### src/rtl/iou_pkg.sv
// Shared constants for the board I/O unit: register map, CTRL/STAT bit
// positions and reset values.
`timescale 1ns/1ps
package iou_pkg;

  // Register byte addresses on the CPU IO bus.
  localparam logic [7:0] ADDR_LED      = 8'h00;
  localparam logic [7:0] ADDR_SWT      = 8'h04;
  localparam logic [7:0] ADDR_SEG_RDY  = 8'h08;
  localparam logic [7:0] ADDR_SEG_DATA = 8'h0C;
  localparam logic [7:0] ADDR_SWX_CNT  = 8'h10;
  localparam logic [7:0] ADDR_SWX_DATA = 8'h14;
  localparam logic [7:0] ADDR_CNT      = 8'h18;
  localparam logic [7:0] ADDR_CMP      = 8'h1C;
  localparam logic [7:0] ADDR_CTRL     = 8'h20;
  localparam logic [7:0] ADDR_STAT     = 8'h24;
  localparam logic [7:0] ADDR_MASK     = 8'h28;

  // CTRL bit positions.
  localparam int CTRL_CMP_EN   = 0;
  localparam int CTRL_AUTO_CLR = 1;

  // STAT bit positions (MASK uses the same layout).
  localparam int STAT_CMP_HIT  = 0;
  localparam int STAT_FIFO_OVF = 1;
  localparam int STAT_FIFO_NE  = 2;

  // Reset values.
  localparam logic [31:0] SEG_DATA_RST = 32'h1234_5678;
  localparam logic [31:0] CMP_RST      = 32'hFFFF_FFFF;

  // Compare/counter control register.
  typedef struct packed {
    logic auto_clr;
    logic cmp_en;
  } ctrl_t;

endpackage

### src/rtl/iou_mmio_if.sv
// CPU IO bus between the processor (master) and the I/O unit (slave).
`timescale 1ns/1ps
interface iou_mmio_if;
  logic [7:0]  io_addr;
  logic [31:0] io_dout;
  logic [31:0] io_din;
  logic        io_we;
  logic        io_rd;

  modport master (output io_addr, output io_dout, output io_we, output io_rd, input io_din);
  modport slave  (input io_addr, input io_dout, input io_we, input io_rd, output io_din);
endinterface

### src/rtl/iou_fifo.sv
// Synchronous FIFO for switch captures. A push into a full FIFO succeeds
// only when a pop happens in the same cycle; a pop on empty is ignored.
`timescale 1ns/1ps
module iou_fifo #(
  parameter int DEPTH = 4,
  parameter int WIDTH = 8
) (
  input  logic                       clk,
  input  logic                       rstn,
  input  logic                       push,
  input  logic                       pop,
  input  logic [WIDTH-1:0]           data,
  output logic                       full,
  output logic                       empty,
  output logic [$clog2(DEPTH):0]     count,
  output logic [WIDTH-1:0]           head
);
  localparam int AW = $clog2(DEPTH);

  logic [WIDTH-1:0] mem [DEPTH];
  logic [AW-1:0]    wr_ptr;
  logic [AW-1:0]    rd_ptr;
  logic             do_push;
  logic             do_pop;

  assign empty   = (count == '0);
  assign full    = (count == (AW+1)'(DEPTH));
  assign do_pop  = pop & ~empty;
  assign do_push = push & (~full | do_pop);
  assign head    = mem[rd_ptr];

  // Pointer and occupancy bookkeeping.
  always_ff @(posedge clk or negedge rstn) begin
    if (!rstn) begin
      wr_ptr <= '0;
      rd_ptr <= '0;
      count  <= '0;
    end else begin
      // NOTE: sequential state uses non-blocking assignments so every flop
      // samples the pre-edge values regardless of statement order.
      if (do_push) wr_ptr <= wr_ptr + AW'(1);
      if (do_pop)  rd_ptr <= rd_ptr + AW'(1);
      case ({do_push, do_pop})
        2'b10:   count <= count + (AW+1)'(1);
        2'b01:   count <= count - (AW+1)'(1);
        default: count <= count;
      endcase
    end
  end

  // Entry storage.
  // NOTE: the storage array is deliberately not reset; emptiness is defined
  // by the pointers/count, and a reset port on an array blocks RAM mapping.
  always_ff @(posedge clk) begin
    if (do_push) mem[wr_ptr] <= data;
  end

endmodule

### src/rtl/iou_mmio.sv
// Board I/O unit: LEDs, switches, buttons, 7-segment handshake, switch
// capture FIFO, loadable counter with compare and a maskable interrupt.
`timescale 1ns/1ps
module iou_mmio
  import iou_pkg::*;
#(
  parameter int         SW_W         = 16,
  parameter int         LED_W        = 16,
  parameter int         NBTN         = 5,
  parameter int         FIFO_DEPTH   = 4,
  parameter logic [4:0] SEG_BTN_MASK = 5'b01101
) (
  input  logic              clk,
  input  logic              rstn,
  input  logic [SW_W-1:0]   sw,
  input  logic [NBTN-1:0]   btn,
  input  logic              seg_ack,
  iou_mmio_if.slave         bus,
  output logic [LED_W-1:0]  led,
  output logic [31:0]       seg_data,
  output logic              seg_rdy,
  output logic              irq
);
  localparam int CAP_W = SW_W + NBTN;
  localparam int CW    = $clog2(FIFO_DEPTH) + 1;

  logic [SW_W-1:0]  sw_s1, sw_sync;
  logic [NBTN-1:0]  btn_s1, btn_s2, btn_s3, btn_p;
  logic [CAP_W-1:0] cap;
  logic [31:0]      cnt, cmp;
  ctrl_t            ctrl;
  logic [2:0]       mask;
  logic             cmp_hit, fifo_ovf;
  logic [2:0]       stat;
  logic             we_led, we_seg, we_cnt, we_cmp, we_ctrl, we_stat, we_mask;
  logic             push, pop, match, ovf_set, seg_set;
  logic [1:0]       w1c;
  logic             fifo_full, fifo_empty;
  logic [CW-1:0]    fifo_count;
  logic [CAP_W-1:0] fifo_head;
  logic [31:0]      rd_data;
  logic             dout_unused;

  // Upper write-data bits have no destination in the narrower registers.
  assign dout_unused = ^bus.io_dout;

  // Two-flop synchronisers plus a registered rising-edge pulse for buttons.
  always_ff @(posedge clk or negedge rstn) begin
    if (!rstn) begin
      sw_s1   <= '0;
      sw_sync <= '0;
      btn_s1  <= '0;
      btn_s2  <= '0;
      btn_s3  <= '0;
      btn_p   <= '0;
    end else begin
      sw_s1   <= sw;
      sw_sync <= sw_s1;
      btn_s1  <= btn;
      btn_s2  <= btn_s1;
      btn_s3  <= btn_s2;
      btn_p   <= btn_s2 & ~btn_s3;
    end
  end

  assign cap = {btn_p, sw_sync};

  // Write and pop strobes.
  assign we_led  = bus.io_we && (bus.io_addr == ADDR_LED);
  assign we_seg  = bus.io_we && (bus.io_addr == ADDR_SEG_DATA);
  assign we_cnt  = bus.io_we && (bus.io_addr == ADDR_CNT);
  assign we_cmp  = bus.io_we && (bus.io_addr == ADDR_CMP);
  assign we_ctrl = bus.io_we && (bus.io_addr == ADDR_CTRL);
  assign we_stat = bus.io_we && (bus.io_addr == ADDR_STAT);
  assign we_mask = bus.io_we && (bus.io_addr == ADDR_MASK);
  assign pop     = bus.io_rd && (bus.io_addr == ADDR_SWX_DATA);

  // Capture FIFO is fed by the C (MSB) button edge.
  assign push = btn_p[NBTN-1];

  iou_fifo #(
    .DEPTH (FIFO_DEPTH),
    .WIDTH (CAP_W)
  ) u_fifo (
    .clk   (clk),
    .rstn  (rstn),
    .push  (push),
    .pop   (pop),
    .data  (cap),
    .full  (fifo_full),
    .empty (fifo_empty),
    .count (fifo_count),
    .head  (fifo_head)
  );

  // A pop on a full FIFO frees the slot the simultaneous push needs.
  assign ovf_set = push & fifo_full & ~pop;
  assign match   = ctrl.cmp_en & (cnt == cmp);
  assign seg_set = seg_ack | (|(btn_p & SEG_BTN_MASK[NBTN-1:0]));
  assign w1c     = we_stat ? bus.io_dout[1:0] : 2'b00;
  assign stat    = {~fifo_empty, fifo_ovf, cmp_hit};

  // CPU-writable configuration and display handshake.
  always_ff @(posedge clk or negedge rstn) begin
    if (!rstn) begin
      led      <= '1;
      seg_data <= SEG_DATA_RST;
      seg_rdy  <= 1'b1;
      cmp      <= CMP_RST;
      ctrl     <= '0;
      mask     <= '0;
    end else begin
      if (we_led)  led  <= bus.io_dout[LED_W-1:0];
      if (we_cmp)  cmp  <= bus.io_dout;
      if (we_ctrl) ctrl <= ctrl_t'(bus.io_dout[1:0]);
      if (we_mask) mask <= bus.io_dout[2:0];
      if (we_seg) begin
        seg_data <= bus.io_dout;
        seg_rdy  <= 1'b0;
      end else if (seg_set) begin
        seg_rdy  <= 1'b1;
      end
    end
  end

  // Free-running counter; a CPU load beats the compare auto-reload.
  always_ff @(posedge clk or negedge rstn) begin
    if (!rstn) begin
      cnt <= '0;
    end else if (we_cnt) begin
      cnt <= bus.io_dout;
    end else if (match && ctrl.auto_clr) begin
      cnt <= '0;
    end else begin
      cnt <= cnt + 32'd1;
    end
  end

  // Sticky status flags (hardware set beats W1C) and registered interrupt.
  always_ff @(posedge clk or negedge rstn) begin
    if (!rstn) begin
      cmp_hit  <= 1'b0;
      fifo_ovf <= 1'b0;
      irq      <= 1'b0;
    end else begin
      cmp_hit  <= (cmp_hit  & ~w1c[STAT_CMP_HIT])  | match;
      fifo_ovf <= (fifo_ovf & ~w1c[STAT_FIFO_OVF]) | ovf_set;
      irq      <= |(stat & mask);
    end
  end

  // Combinational read mux; unmapped addresses return zero.
  always_comb begin
    // NOTE: default assigned first so no path through the case leaves
    // rd_data unassigned, which would otherwise infer a latch.
    rd_data = '0;
    case (bus.io_addr)
      ADDR_LED:      rd_data[LED_W-1:0] = led;
      ADDR_SWT:      rd_data[CAP_W-1:0] = cap;
      ADDR_SEG_RDY:  rd_data[0]         = seg_rdy;
      ADDR_SEG_DATA: rd_data            = seg_data;
      ADDR_SWX_CNT:  rd_data[CW-1:0]    = fifo_count;
      ADDR_SWX_DATA: if (!fifo_empty) rd_data[CAP_W-1:0] = fifo_head;
      ADDR_CNT:      rd_data            = cnt;
      ADDR_CMP:      rd_data            = cmp;
      ADDR_CTRL:     rd_data[1:0]       = ctrl;
      ADDR_STAT:     rd_data[2:0]       = stat;
      ADDR_MASK:     rd_data[2:0]       = mask;
      default:       rd_data            = '0;
    endcase
  end

  assign bus.io_din = rd_data;

endmodule
### src/flat_wrapper.sv
// flat-port wrapper written by rule: the top's interface ports become plain ports
module iou_mmio_flat import iou_pkg::*;
#(
  parameter int         SW_W         = 16,
  parameter int         LED_W        = 16,
  parameter int         NBTN         = 5,
  parameter int         FIFO_DEPTH   = 4,
  parameter logic [4:0] SEG_BTN_MASK = 5'b01101
)
  (clk, rstn, sw, btn, seg_ack, led, seg_data, seg_rdy, irq, bus_io_addr, bus_io_dout, bus_io_we, bus_io_rd, bus_io_din);
  iou_mmio_if bus_i ();
  input  logic clk;
  input  logic rstn;
  input  logic [SW_W-1:0] sw;
  input  logic [NBTN-1:0] btn;
  input  logic seg_ack;
  output logic [LED_W-1:0] led;
  output logic [31:0] seg_data;
  output logic seg_rdy;
  output logic irq;
  input wire logic [$bits(bus_i.io_addr)-1:0] bus_io_addr;
  input wire logic [$bits(bus_i.io_dout)-1:0] bus_io_dout;
  input wire logic [$bits(bus_i.io_we)-1:0] bus_io_we;
  input wire logic [$bits(bus_i.io_rd)-1:0] bus_io_rd;
  output wire logic [$bits(bus_i.io_din)-1:0] bus_io_din;
  assign bus_i.io_addr = bus_io_addr;
  assign bus_i.io_dout = bus_io_dout;
  assign bus_i.io_we = bus_io_we;
  assign bus_i.io_rd = bus_io_rd;
  assign bus_io_din = bus_i.io_din;
  iou_mmio #(.SW_W(SW_W), .LED_W(LED_W), .NBTN(NBTN), .FIFO_DEPTH(FIFO_DEPTH), .SEG_BTN_MASK(SEG_BTN_MASK)) u_core (.clk(clk), .rstn(rstn), .sw(sw), .btn(btn), .seg_ack(seg_ack), .bus(bus_i), .led(led), .seg_data(seg_data), .seg_rdy(seg_rdy), .irq(irq));
endmodule
### config.mk
export PLATFORM = sky130hd
export DESIGN_NAME = iou_mmio_flat
export DESIGN_NICKNAME = d
export VERILOG_FILES = /design/src/rtl/iou_pkg.sv /design/src/rtl/iou_mmio_if.sv /design/src/rtl/iou_fifo.sv /design/src/rtl/iou_mmio.sv /design/src/flat_wrapper.sv
export SDC_FILE = /design/constraint.sdc
export NUM_CORES = 1
export LEC_CHECK = 0
export ABC_AREA = 1
export BUFFER_PORTS_ARGS = -buffer_cell sky130_fd_sc_hd__clkbuf_2
export CAP_MARGIN = 0
export CORE_MARGIN = 2
export CORE_UTILIZATION = 40
export CTS_CLUSTER_SIZE = 12
export DETAILED_ROUTE_END_ITERATION = 12
export GPL_TIMING_DRIVEN = 0
export PLACE_DENSITY = 0.64
export SLEW_MARGIN = 20
export SYNTH_ARGS = -nofsm -noshare
export SYNTH_HDL_FRONTEND = slang
export SYNTH_SLANG_ARGS = --single-unit
### constraint.sdc
create_clock -name clk -period 6.3 [get_ports clk]
set_clock_uncertainty 0.2 [all_clocks]
set_input_delay 0.63 -clock clk [delete_from_list [all_inputs] [get_ports clk]]
set_output_delay 0.63 -clock clk [all_outputs]
set_load 0.05 [all_outputs]
==> impl_metrics.yaml <==
run_status:
  status: "completed"
cts:
  clock_sinks: 264
  insertion_delay_ps: 570
  cts_max_level: 1
  cts_tree: "built"
  cts_resized: 0
  post-cts-setup-buffer-count: 0
  cts_made_buffers: 29
  hold_buffers: 22
  cts_buffer_depth: 3
  root_buffer: "clkbuf_16"
  clkSlewWorstSetupHoldPaths_ps: 60
floorplanning:
  initial_core_util_pct: 40.8
  die_h_um: 178
  row_count: 63
  coreArea_mm2: 0.0298
  die_x_um: 178
  ios: 148
  die_area_mm2: 0.0318
sta:
  setup_viol: 0
  relSlewSlack_pct: 47.0
  tightest_slew_ps: 793
  period_share_pct: 57.3
  min_period_ps: 3610
  grt_setup_unrepaired: "no"
  finalSetupTns_ps: 0
  max_freq_mhz: 277
  hold_violations: 0
  drv_slew: 0
finish:
  nets: 1599
  post_route_cells_drive_above_1_share_pct: 21.9
  final_cell_mix: "nand2_1 (363), clkbuf_2 (146), inv_1 (135)"
  num-fill-cells: 2894
  final_common_cell: "nand2_1"
  stdcell_count: 1940
  diodes: 0
  area_growth_pct: 20.4
grt:
  grt-ovfl-total: 0
  grt_pass1_vias: 9805
  track_usage_pct: 23.1
  grt_max_degree: 74
  grt_pass1_wl_um: 55700
  antenna_found_initial: 0
power_and_ir_drop:
  power-per-cell-area_mw_per_mm2: 295
  ir_drop_mv: 0.188
  seqPwrFrac_pct: 47.4
  clock_power_share_pct: 39.2
  switching_share_pct: 27.8
  p_sw_mw: 1.20
  p_comb_share_pct: 13.4
  p_int_mw: 3.12
  p_leak_nw: 6.39
worst_setup_path:
  path_class: "reg -> out"
  crit_slowest_cell: "a21boi_0"
  max_stage_delay_ps: 500
  path_common_cell: "nand3_1"
  reg2reg_slack_ps: 3640
  cp.arrival_ps: 2780
  worstPathCellList: "inv_1 -> nand3_1 -> nand2_1 -> inv_2 -> a21boi_0 -> nand3_1 -> clkbuf_2"
  crit_required_ps: 5470
  worst_setup_path_start_kind: "flip-flop"
  worst-path-max-fanout: 10
  cp-end-kind: "output pin"
route:
  dr.pass1.iters: 6
  first_iter_violations: 807
  wire_per_inst_um: 18.7
  dr_total_vias: 10016
  drc_errors: 0
  wl_um: 36300
  vias_per_cell: 5.16
  ant_nets: 0
synthesis:
  ys_seq_area_share_pct: 58.4
  synth_cells: 1325
  synth_warnings: 0
  yosysTopAreaCellShare_pct: 24.3
  synth.net_count: 1397
  avgSynthCellArea_um2: 9.18
  syn_area_mm2: 0.0122
  synth_seq_cells: 264
  synth-main-ff-cell: "dfrtp_1"
  synth_edf_count: 84
  ys_async_sr_fraction_pct: 68.2
  yosys-top-cells-area: "dfrtp_1 (24%), edfxtp_1 (21%), dfstp_2 (13%)"
  yosysUniqueCellTypes: 44
  synth_area_leader_cell: "dfrtp_1"
placement:
  place.gp.congestion: 0.935
  placedCellCount: 1864
  placement.io_buffers: 147
  hpwl_um: 26500
worst_hold_path:
  hold_class: "in -> reg"
job:
  drv_cap: 0
## registers in the layout, summed over array words and instances (netlist names), 16 cells and up
signal	cells
u_core.u_fifo.mem	84
u_core.seg_data	32
u_core.cnt	32
u_core.sw_s1	16
u_core.led	16
u_core.cmp	32
u_core.sw_sync	16
## worst max-delay path: cells and delay by family (launching register included)
family / cells / cell delay, ps
AND/OR/NAND/NOR: 3 / 720
buffers and inverters: 3 / 580
AO/OA/AOI/OAI: 1 / 500
flip-flops: 1 / 420
## kinds of logic after synthesis
kind of cell             after synthesis  share of synthesized area, %
flip-flops                           264                          58.4
AO/OA/AOI/OAI                        226                          10.6
adder cells (fa/ha/maj)                6                         0.679
XOR/XNOR                              29                          2.09
buffers and inverters                200                          6.74
AND/OR/NAND/NOR                      600                          21.5
## area by class of cell
type,instances,area (um^2),area share [%]
plain buffers,48,249,1.70
multi-input cells,861,4270,29.2
well taps,390,488,3.33
flip-flops and latches,264,7100,48.5
clock buffers,43,798,5.45
clock inverters,11,149,1.02
inverters,152,571,3.89
repair buffers,171,1020,6.96
## power groups by stage
stage / sequential, mW / combinational (mW) / clock (mW)
after floorplan: 2.10 / 0.333 / 0
after global placement: 2.08 / 0.540 / 0
after detailed placement: 2.08 / 0.570 / 0
after CTS: 2.05 / 0.583 / 1.73
after global routing: 2.06 / 0.654 / 1.80
final: 2.05 / 0.581 / 1.70
## Yosys cell counts, types with 2 or more instances
master and count:
nor3_2 3, a221oi_1 5, dfrtp_1 118, nor2_2 12, nand2_2 7, clkbuf_1 25
nand2_1 363, inv_1 135, nand3b_1 2, xnor2_1 6, nor2_4 8, dfstp_2 62
nor2_1 102, a21boi_0 3, buf_2 16, o21ai_0 101, edfxtp_1 84, xor2_1 23
nor3_1 16, nor3b_1 4, ha_1 5, o22ai_1 25, o22a_1 2, nand4_1 14
a21oi_1 25, o2111ai_1 6, nand3_1 55, nand3_2 11, o21ai_1 38, buf_6 6
inv_2 17, o221ai_1 11, a22oi_1 4
## stage by stage
stage                     total power, mW  worst slack (ps)  hold WS (ps)  util, %  area, um^2
after CTS                            4.36              2710          76.6     49.2       14700
final                                4.33              2690          92.4     49.2       14700
after floorplan                      2.43              3240           131        -       12200
after detailed placement             2.65              2780           135     45.3       13500
after global placement               2.62               948           132     44.9       13400
after global routing                 4.52              2550          90.4     49.2       14700
## worst paths after layout
check / startpoint / end / depth (start not counted)
setup / recovery: u_core.u_fifo.count[0] / bus_io_din[13] / 7
hold / removal: bus_io_dout[20] / u_core.seg_data[20] / 3
setup reg to reg: u_core.u_fifo.count[1] / u_core.u_fifo.mem[3][16] / 6
hold reg to reg: u_core.sw_s1[15] / u_core.sw_sync[15] / 0
max in group asynchronous: rstn / u_core.cmp[0] / 4
min in group asynchronous: rstn / u_core.btn_s1[0] / 2
## layer usage
metal  vias up  GRT usage [%]  wire (um)
met1      4787           32.9      16400
met2       387           34.5      15800
met4         0           9.21       1350
li1       4768              -          -
met3        74           4.62       2750
met5         -              0          0
Note: power is estimated with default switching activity, not from simulation.
